<file path="src/rtl/ho_decision_ctrl.sv">
// Handover decision controller: picks the serving base station from per-cycle
// RSSI samples with hysteresis, time-to-trigger and a post-handover guard.
module ho_decision_ctrl #(
  parameter int RSSI_W = 8,
  parameter int HYST   = 4,
  parameter int TTT    = 3,
  parameter int GUARD  = 4
) (
  input  logic              clk,
  input  logic              reset,
  input  logic              meas_valid,
  input  logic [RSSI_W-1:0] rssi_bs1,
  input  logic [RSSI_W-1:0] rssi_bs2,
  input  logic [RSSI_W-1:0] rssi_bs3,
  output logic [1:0]        serving_target,
  output logic              attached,
  output logic              ho_pulse,
  output logic              ho_busy,
  output logic [7:0]        ho_count
);

  localparam int CW = (TTT   < 2) ? 1 : $clog2(TTT);
  localparam int GW = (GUARD < 2) ? 1 : $clog2(GUARD);
  localparam logic [CW-1:0]     TTT_M1   = CW'(TTT - 1);
  localparam logic [GW-1:0]     GUARD_M1 = GW'(GUARD - 1);
  localparam logic [RSSI_W:0]   HYST_X   = (RSSI_W+1)'(HYST);

  typedef enum logic [1:0] {DETACHED, SERVING, CAND, GUARD_ST} state_t;

  state_t          state_q;
  logic [1:0]      srv_q, cand_q;
  logic            att_q, pulse_q, busy_q;
  logic [7:0]      ho_cnt_q;
  logic [CW-1:0]   cnt_q;
  logic [GW-1:0]   gcnt_q;

  logic [1:0]        best_all, best_nb;
  logic [RSSI_W-1:0] r_srv, r_nb, r_ba;
  logic              qualify;

  function automatic logic [RSSI_W-1:0] pick(input logic [1:0] idx,
      input logic [RSSI_W-1:0] a, input logic [RSSI_W-1:0] b,
      input logic [RSSI_W-1:0] c);
    case (idx)
      2'd0:    pick = a;
      2'd1:    pick = b;
      default: pick = c;
    endcase
  endfunction

  // Strongest overall / strongest neighbour (ties to lowest index) and the hysteresis test
  always_comb begin
    best_all = 2'd0;
    if (rssi_bs2 > rssi_bs1) best_all = 2'd1;
    r_ba = pick(best_all, rssi_bs1, rssi_bs2, rssi_bs3);
    if (rssi_bs3 > r_ba) best_all = 2'd2;
    case (srv_q)
      2'd0:    best_nb = (rssi_bs3 > rssi_bs2) ? 2'd2 : 2'd1;
      2'd1:    best_nb = (rssi_bs3 > rssi_bs1) ? 2'd2 : 2'd0;
      default: best_nb = (rssi_bs2 > rssi_bs1) ? 2'd1 : 2'd0;
    endcase
    r_srv   = pick(srv_q,   rssi_bs1, rssi_bs2, rssi_bs3);
    r_nb    = pick(best_nb, rssi_bs1, rssi_bs2, rssi_bs3);
    qualify = {1'b0, r_nb} > ({1'b0, r_srv} + HYST_X);
  end

  // Decision FSM; all outputs registered alongside the state
  always_ff @(posedge clk or negedge reset) begin
    if (!reset) begin
      state_q  <= DETACHED;
      srv_q    <= 2'd3;
      cand_q   <= 2'd3;
      att_q    <= 1'b0;
      pulse_q  <= 1'b0;
      busy_q   <= 1'b0;
      ho_cnt_q <= 8'd0;
      cnt_q    <= '0;
      gcnt_q   <= '0;
    end else begin
      pulse_q <= 1'b0;
      case (state_q)
        DETACHED: if (meas_valid) begin
          srv_q   <= best_all;
          att_q   <= 1'b1;
          pulse_q <= 1'b1;
          gcnt_q  <= GUARD_M1;
          busy_q  <= 1'b1;
          state_q <= GUARD_ST;
        end
        SERVING: if (meas_valid && qualify) begin
          cand_q <= best_nb;
          busy_q <= 1'b1;
          if (TTT == 1) begin
            srv_q    <= best_nb;
            pulse_q  <= 1'b1;
            ho_cnt_q <= ho_cnt_q + 8'd1;
            cnt_q    <= '0;
            gcnt_q   <= GUARD_M1;
            state_q  <= GUARD_ST;
          end else begin
            cnt_q   <= CW'(1);
            state_q <= CAND;
          end
        end
        CAND: if (meas_valid) begin
          if (!qualify) begin
            cnt_q   <= '0;
            busy_q  <= 1'b0;
            state_q <= SERVING;
          end else if (best_nb != cand_q) begin
            cand_q <= best_nb;
            cnt_q  <= CW'(1);
          end else if (cnt_q == TTT_M1) begin
            srv_q    <= cand_q;
            pulse_q  <= 1'b1;
            ho_cnt_q <= ho_cnt_q + 8'd1;
            cnt_q    <= '0;
            gcnt_q   <= GUARD_M1;
            state_q  <= GUARD_ST;
          end else begin
            cnt_q <= cnt_q + CW'(1);
          end
        end
        default: begin
          if (gcnt_q == '0) begin
            busy_q  <= 1'b0;
            state_q <= SERVING;
          end else begin
            gcnt_q <= gcnt_q - GW'(1);
          end
        end
      endcase
    end
  end

  assign serving_target = srv_q;
  assign attached       = att_q;
  assign ho_pulse       = pulse_q;
  assign ho_busy        = busy_q;
  assign ho_count       = ho_cnt_q;

endmodule

</file>
<file path="config.mk">
export PLATFORM = sky130hd
export DESIGN_NAME = ho_decision_ctrl
export DESIGN_NICKNAME = d
export VERILOG_FILES = /design/src/rtl/ho_decision_ctrl.sv
export SDC_FILE = /design/constraint.sdc
export NUM_CORES = 1
export LEC_CHECK = 0
export BUFFER_PORTS_ARGS = -buffer_cell sky130_fd_sc_hd__buf_2
export CORE_MARGIN = 4
export CORE_UTILIZATION = 40
export CTS_CLUSTER_DIAMETER = 150
export CTS_CLUSTER_SIZE = 10
export DETAILED_ROUTE_END_ITERATION = 10
export GPL_ROUTABILITY_DRIVEN = 0
export PLACE_DENSITY_LB_ADDON = 0.3
export SLEW_MARGIN = 20
export SYNTH_ARGS = -nofsm -noshare
export SYNTH_HDL_FRONTEND = slang
export SYNTH_SLANG_ARGS = --single-unit
</file>
<file path="constraint.sdc">
create_clock -name clk -period 3.9 [get_ports clk]
set_clock_uncertainty 0.2 [all_clocks]
set_input_delay 0.39 -clock clk [delete_from_list [all_inputs] [get_ports clk]]
set_output_delay 0.39 -clock clk [all_outputs]
set_load 0.1 [all_outputs]
</file>
Word-level counts from Yosys, hierarchy flattened:

Cells that the tools add are included.

* multiplexer cells: 49
* $add $sub $neg: 4
* bitwise logic cells: 2
* reductions and logical operators: 17
* $lt $le $gt $ge: 5
* equality and inequality tests: 18

Operators with widths (count)
* two-way mux 2 bit: 27
* one-hot mux 8 bit (2 select lines): 3
* > comparator 8 bit: 4
* inequality test 2 bit, second input constant: 8
* one-hot mux 2 bit (2 select lines): 4
* AND reduction 5 bit: 3
* one-hot mux 2 bit (3 select lines): 2
* AND reduction 6 bit: 2
* two-way mux 1 bit: 11
* zero test 2 bit: 5
* adder 8 x 3 -> 9 bit, second input constant: 1
* > comparator 8 x 9 -> 1 bit: 1
* adder 8 x 1 -> 8 bit, second input constant: 1
* AND reduction 7 bit: 1
* == test 2 x 1 -> 1 bit, second input constant: 3
* inequality test 3 bit, second input constant: 2
* == test 2 bit, second input constant: 2
* nonzero test 2 bit: 2
* nonzero test 4 bit: 1
* inequality test 3 x 1 -> 1 bit, second input constant: 1
* one-hot mux 1 bit (3 select lines): 1
* AND reduction 3 bit: 1
* adder 2 x 1 -> 2 bit, second input constant: 1
* inequality test 2 bit: 1
* 6 further kinds: 7

* output and inout port bits: 13
* register bits: 21
* logic and storage cells: 104

Logic depth before layout (Yosys ltp):

* depth after elaboration: 9
* depth in mapped cells: 21
* mapped depth without buffers: 19

Worst setup path before layout:

OpenSTA, ideal clock, no wires.

* path type: register to register
* start point: reg srv_q[1] (netlist: serving_target[1])
* end point: reg srv_q[0] (netlist: serving_target[0])
* period minus slack after synthesis: 4.661 ns
* stages on the path, launching flop included: 18
* path buffers: 4
* arrival: 4.379 ns
* slack: -0.761 ns
* cell sequence: dfstp_2 > buf_4 > buf_6 > clkbuf_1 > nand2_1 > o21ai_0 > ha_1 > o211ai_1 > or2_2 > xor2_1 > ha_1 > a2111o_1 > o21ai_0 > a211oi_4 > and4_1 > buf_4 > a21oi_4 > mux2_4

* longest elaborated chain between the ends: 7
* elaborated cells on any way between the ends: 13
* those cells by class: add/sub: 1; order compare: 1; eq/ne: 5; mux: 3; reduce/logical: 3

RTL lines
* from (decl): line 31 `logic [1:0] srv_q, cand_q;`
* from (signal assigned): line 83 `srv_q <= best_all;`
* from (signal assigned): line 94 `srv_q <= best_nb;`
* from (signal assigned): line 114 `srv_q <= cand_q;`
* parallel branches: the longest is 6 deep, another holds adder 8 x 3 -> 9 bit
* AND reduction 6 bit (no line) *

Mark *: on every way between the ends.
A chain may end at the register's enable or synchronous reset.

Worst setup path in the final report:

* start point: in rssi_bs3[5]
* end point: reg srv_q[1] (netlist: serving_target[1])

* longest elaborated chain between the ends: 8
* elaborated cells on any way between the ends: 20
* those cells by class: add/sub: 1; order compare: 4; eq/ne: 4; mux: 9; reduce/logical: 2

RTL lines
* from (decl): line 14 `input logic [RSSI_W-1:0] rssi_bs3,`
* > comparator 8 bit, on equally long branches: line 58, 59
* two-way mux 2 bit, on equally long branches: line 58, 59
* one-hot mux 2 bit (2 select lines): line 57 `case (srv_q)`
* == test 2 x 1 -> 1 bit or zero test 2 bit (tied branches): line 44 `case (idx)`
* one-hot mux 8 bit (2 select lines): line 44
* > comparator 8 x 9 -> 1 bit: line 64 `qualify = {1'b0, r_nb} > ({1'b0, r_srv} + HYST_X);`
* inequality test 2 bit (no line)
* AND reduction 6 bit (no line)

Parallel ways exist; a longest one is shown, timed or not. The select of a mux whose other input is x is not followed.

==> tab_implementation.tex <==
\begin{tabular}{lr}
\hline
Metric & Value \\
\hline
\multicolumn{2}{l}{\textbf{Run status}} \\
Result of the run & complete, but fails checks \\
Failing checks & setup timing \\
\multicolumn{2}{l}{\textbf{Routing}} \\
WL per Instance & 16.8 µm \\
Via count normalized by instance count & 5.72 \\
Iteration count of the initial detailed-routing pass & 4 \\
Post-detailed-routing wire length & 8.33 mm \\
Vias post-DR & 2832 \\
DR DRC count & 0 \\
Number of DRC violations after detailed-routing iteration 0 & 183 \\
Final antenna-violating net count & 0 \\
\multicolumn{2}{l}{\textbf{Global routing}} \\
GRT Residual Overflow & 0 \\
First-pass GRT wire length & 12.5 mm \\
Vias in the first global route & 2667 \\
Antenna violations before repair & 0 \\
Largest net degree at the start of global routing & 22 \\
Overall global routing resource usage & 19.9\% \\
\multicolumn{2}{l}{\textbf{Logic synthesis}} \\
Syn nets & 382 \\
Post-synth cell types & 52 \\
Async SR Flop Fraction & 100\% \\
Mean instance size in the synthesized netlist & 8.45 µm² \\
Seq cells post-synth & 21 \\
Top cells by area, synth & ha\_1, dfrtp\_1, a21oi\_1 \\
Number of standard cells after synthesis & 312 \\
Area share of the leading cell type in the synthesized netlist & 20.4\% \\
Largest area contributor in the synthesized netlist & ha\_1 \\
EDFF count, synth & 0 \\
Synth warnings & 0 \\
Primary FF master, synth & dfrtp\_1 \\
Sequential fraction of the synthesis area & 20.1\% \\
Cell area after synthesis & 2640 µm² \\
\multicolumn{2}{l}{\textbf{Die}} \\
Placement Rows & 29 \\
DIE HEIGHT & 89.2 µm \\
IO Pins & 40 \\
Core outline area & 6390 µm² \\
Die span in x & 89.2 µm \\
Die Outline Area & 7960 µm² \\
Starting utilization of the core area & 41.3\% \\
\multicolumn{2}{l}{\textbf{Setup path}} \\
Cells along the critical path & buf\_2 -> ha\_4 -> a211oi\_2 -> nor2\_2 -> and4b\_1 -> nor3\_2 -> mux2\_4 -> and2\_4 -> a21oi\_2 -> ha\_4 -> buf\_6 -> a2111o\_1 -> o21ai\_2 -> a211oi\_4 -> and4\_4 -> a21oi\_4 -> mux2\_4 \\
Crit path kind & in2reg \\
Data arrival time of the worst path & 3920 ps \\
Largest fanout of any net on the critical path & 8 \\
Worst path slowest cell & a2111o\_1 \\
Kind of end point of the critical path & register \\
Crit path launch type & input pin \\
Required time of the critical path & 3900 ps \\
CP max stage delay & 380 ps \\
\multicolumn{2}{l}{\textbf{Clock tree}} \\
\# clock sinks & 21 \\
Clock input transition at the sequential cells of the worst setup and hold paths & 80 ps \\
CTS tree & built \\
Number of clock buffers inserted by TritonCTS & 3 \\
Root buffer selected by CTS & clkbuf\_8 \\
Clock latency on the worst-skew pair & 260 ps \\
Number of buffers on the longest clock path & 2 \\
H-tree lvl count & 1 \\
\multicolumn{2}{l}{\textbf{Final layout}} \\
Synth-to-layout area growth & 46.7\% \\
Number of diodes added for antenna fixing & 0 \\
Layout cell share with drive strength beyond 1 & 46.2\% \\
Final net count & 489 \\
\multicolumn{2}{l}{\textbf{Timing}} \\
Ratio of final minimum period to clock period & 101\% \\
Fin worst setup slack & -21.7 ps \\
Final count of negative-setup-slack endpoints & 3 \\
Relative slew slack & 59.1\% \\
Final TNS setup & -54.4 ps \\
Count of final hold-check violations & 0 \\
Shortest period the worst path allows & 3920 ps \\
Slew at the pin closest to its max-slew limit & 612 ps \\
Minimum hold slack & 267 ps \\
Fmax & 0.255 GHz \\
Max-slew violation count & 0 \\
\multicolumn{2}{l}{\textbf{Power}} \\
Peak VDD IR & 0.413 mV \\
Power consumption & 2.49 mW \\
Power density over the cells & 643 nW/µm² \\
Leakage power of the design & 1.80 nW \\
\multicolumn{2}{l}{\textbf{Flow run}} \\
Number of max-capacitance violations reported & 0 \\
\multicolumn{2}{l}{\textbf{Placement}} \\
Count of input and output buffers & 39 \\
Setup Slack @ Placement & -432 ps \\
Half-perimeter wire length after detailed placement & 6.10 mm \\
\multicolumn{2}{l}{\textbf{Hold path}} \\
Type of the worst min-delay path & reg2reg \\
\hline
\end{tabular}
==> cell type report <==
class | instances | area [µm²]
fillers | 548 | 2520
multi-input cells | 254 | 2290
repair buffers | 113 | 795
flip-flops and latches | 21 | 538
inverters | 26 | 105
well taps | 77 | 96.3
clock buffers | 3 | 41.3
clock inverters | 1 | 5.00
==> placed cells by master, fill, tap and decap left out, types with 4 or more instances in the layout <==
master | Yosys | routed
buf_4 | 3 | 72
mux2_4 | 4 | 5
nand4_1 | 12 | 12
dfrtp_1 | 17 | 17
ha_4 | 0 | 13
o22ai_1 | 8 | 7
buf_2 | 0 | 33
mux2i_1 | 9 | 9
o21ai_0 | 16 | 9
buf_6 | 3 | 7
nand3_1 | 8 | 8
nand2_1 | 19 | 19
xnor2_1 | 9 | 9
o21ai_1 | 0 | 4
a21oi_1 | 29 | 18
a21oi_2 | 0 | 9
ha_1 | 43 | 28
inv_1 | 26 | 20
o211ai_1 | 7 | 7
nor2_1 | 27 | 24
==> metrics by stage <==
step / cells / util (%) / area [µm²]
after floorplan: 312 / - / 2690
after global placement: 481 / 52.6 / 3360
after detailed placement: 481 / 52.6 / 3360
after CTS: 488 / 54.0 / 3450
after global routing: 495 / 60.6 / 3870
final: 495 / 60.6 / 3870
==> synthesized netlist by cell type, types with 2 or more instances <==
master    count
a21oi_1      29
nand2_1      19
and4_1        3
mux2i_1       9
and3_1        2
nor2_1       27
dfstp_2       4
nor3_1        6
mux2_2        3
a21o_1        3
buf_4         3
o31ai_1       2
clkbuf_1      5
xnor2_1       9
inv_1        26
nand4_1      12
mux2_1        2
o21ai_0      16
o22ai_1       8
o21a_1        3
o211ai_1      7
dfrtp_1      17
buf_6         3
a211oi_1      2
nand3_1       8
and2_1        2
mux2_4        4
or2_2         4
ha_1         43
nor2b_1       6
xor2_1        2
nand2b_1      3
==> power by group <==
| part | leakage (nW) | internal (mW) | total, mW | switching, mW |
|---|---|---|---|---|
| clock | 0.0255 | 0.0714 | 0.148 | 0.0761 |
| sequential | 0.261 | 0.299 | 0.369 | 0.0704 |
| combinational | 1.52 | 0.916 | 1.97 | 1.05 |
| total | 1.80 | 1.29 | 2.49 | 1.20 |
==> worst max-delay path, delay by kind of cell <==
kind | cells | cell delay (ps)
AOI/OAI and AO/OA | 6 | 1280
muxes | 2 | 620
adders and majority gates | 2 | 500
and+or+nand+nor | 5 | 870
buffers and inverters | 2 | 250
==> state kept, by name, indices dropped and copies added (netlist names) <==
name,cells
attached,1
cand_q,2
cnt_q,2
gcnt_q,2
ho_busy,1
ho_count,8
ho_pulse,1
serving_target,2
state_q,2
==> cells by family after synthesis <==
logic type      count (synthesis)  synth area share (%)
compound gates                 83                  20.8
xor+xnor                       11                  3.65
fa+ha+maj                      43                  20.4
buf+inv                        37                  6.55
flops                          21                  20.1
mux                            19                  8.68
simple gates                   98                  19.8
==> per-layer routing <==
metal  GRT usage, %  routed length (µm)
met1           26.7                3580
met2           35.4                4200
met3           1.75                 350
met4           2.71                 206
met5              0                   0
==> worst paths after layout <==
check                                              start                       endpoint  slack (ps)  cells past startpoint
hold / removal                   ho_count[7]$_DFFE_PN0P_        ho_count[7]$_DFFE_PN0P_         270                      1
setup reg to reg           serving_target[0]$_DFFE_PN1P_  serving_target[1]$_DFFE_PN1P_          50                     13
max in group asynchronous                          reset          cand_q[0]$_DFFE_PN1P_        2750                      2
hold reg to reg                  ho_count[7]$_DFFE_PN0P_        ho_count[7]$_DFFE_PN0P_         270                      1
setup / recovery                             rssi_bs3[5]  serving_target[1]$_DFFE_PN1P_         -20                     17
min in group asynchronous                          reset        ho_count[2]$_DFFE_PN0P_         410                      2
==> timing repair <==
| item | in CTS | in global routing |
|---|---|---|
| setup buffers | 2 | 7 |
| gates resized for setup | 4 | 79 |
| hold endpoints to repair | 17 | 0 |
| hold buffers | 1 | 0 |
| endpoints found under the setup margin | 18 | 19 |
| pin swaps | 3 | 36 |
(Power assumes the default switching activity.)
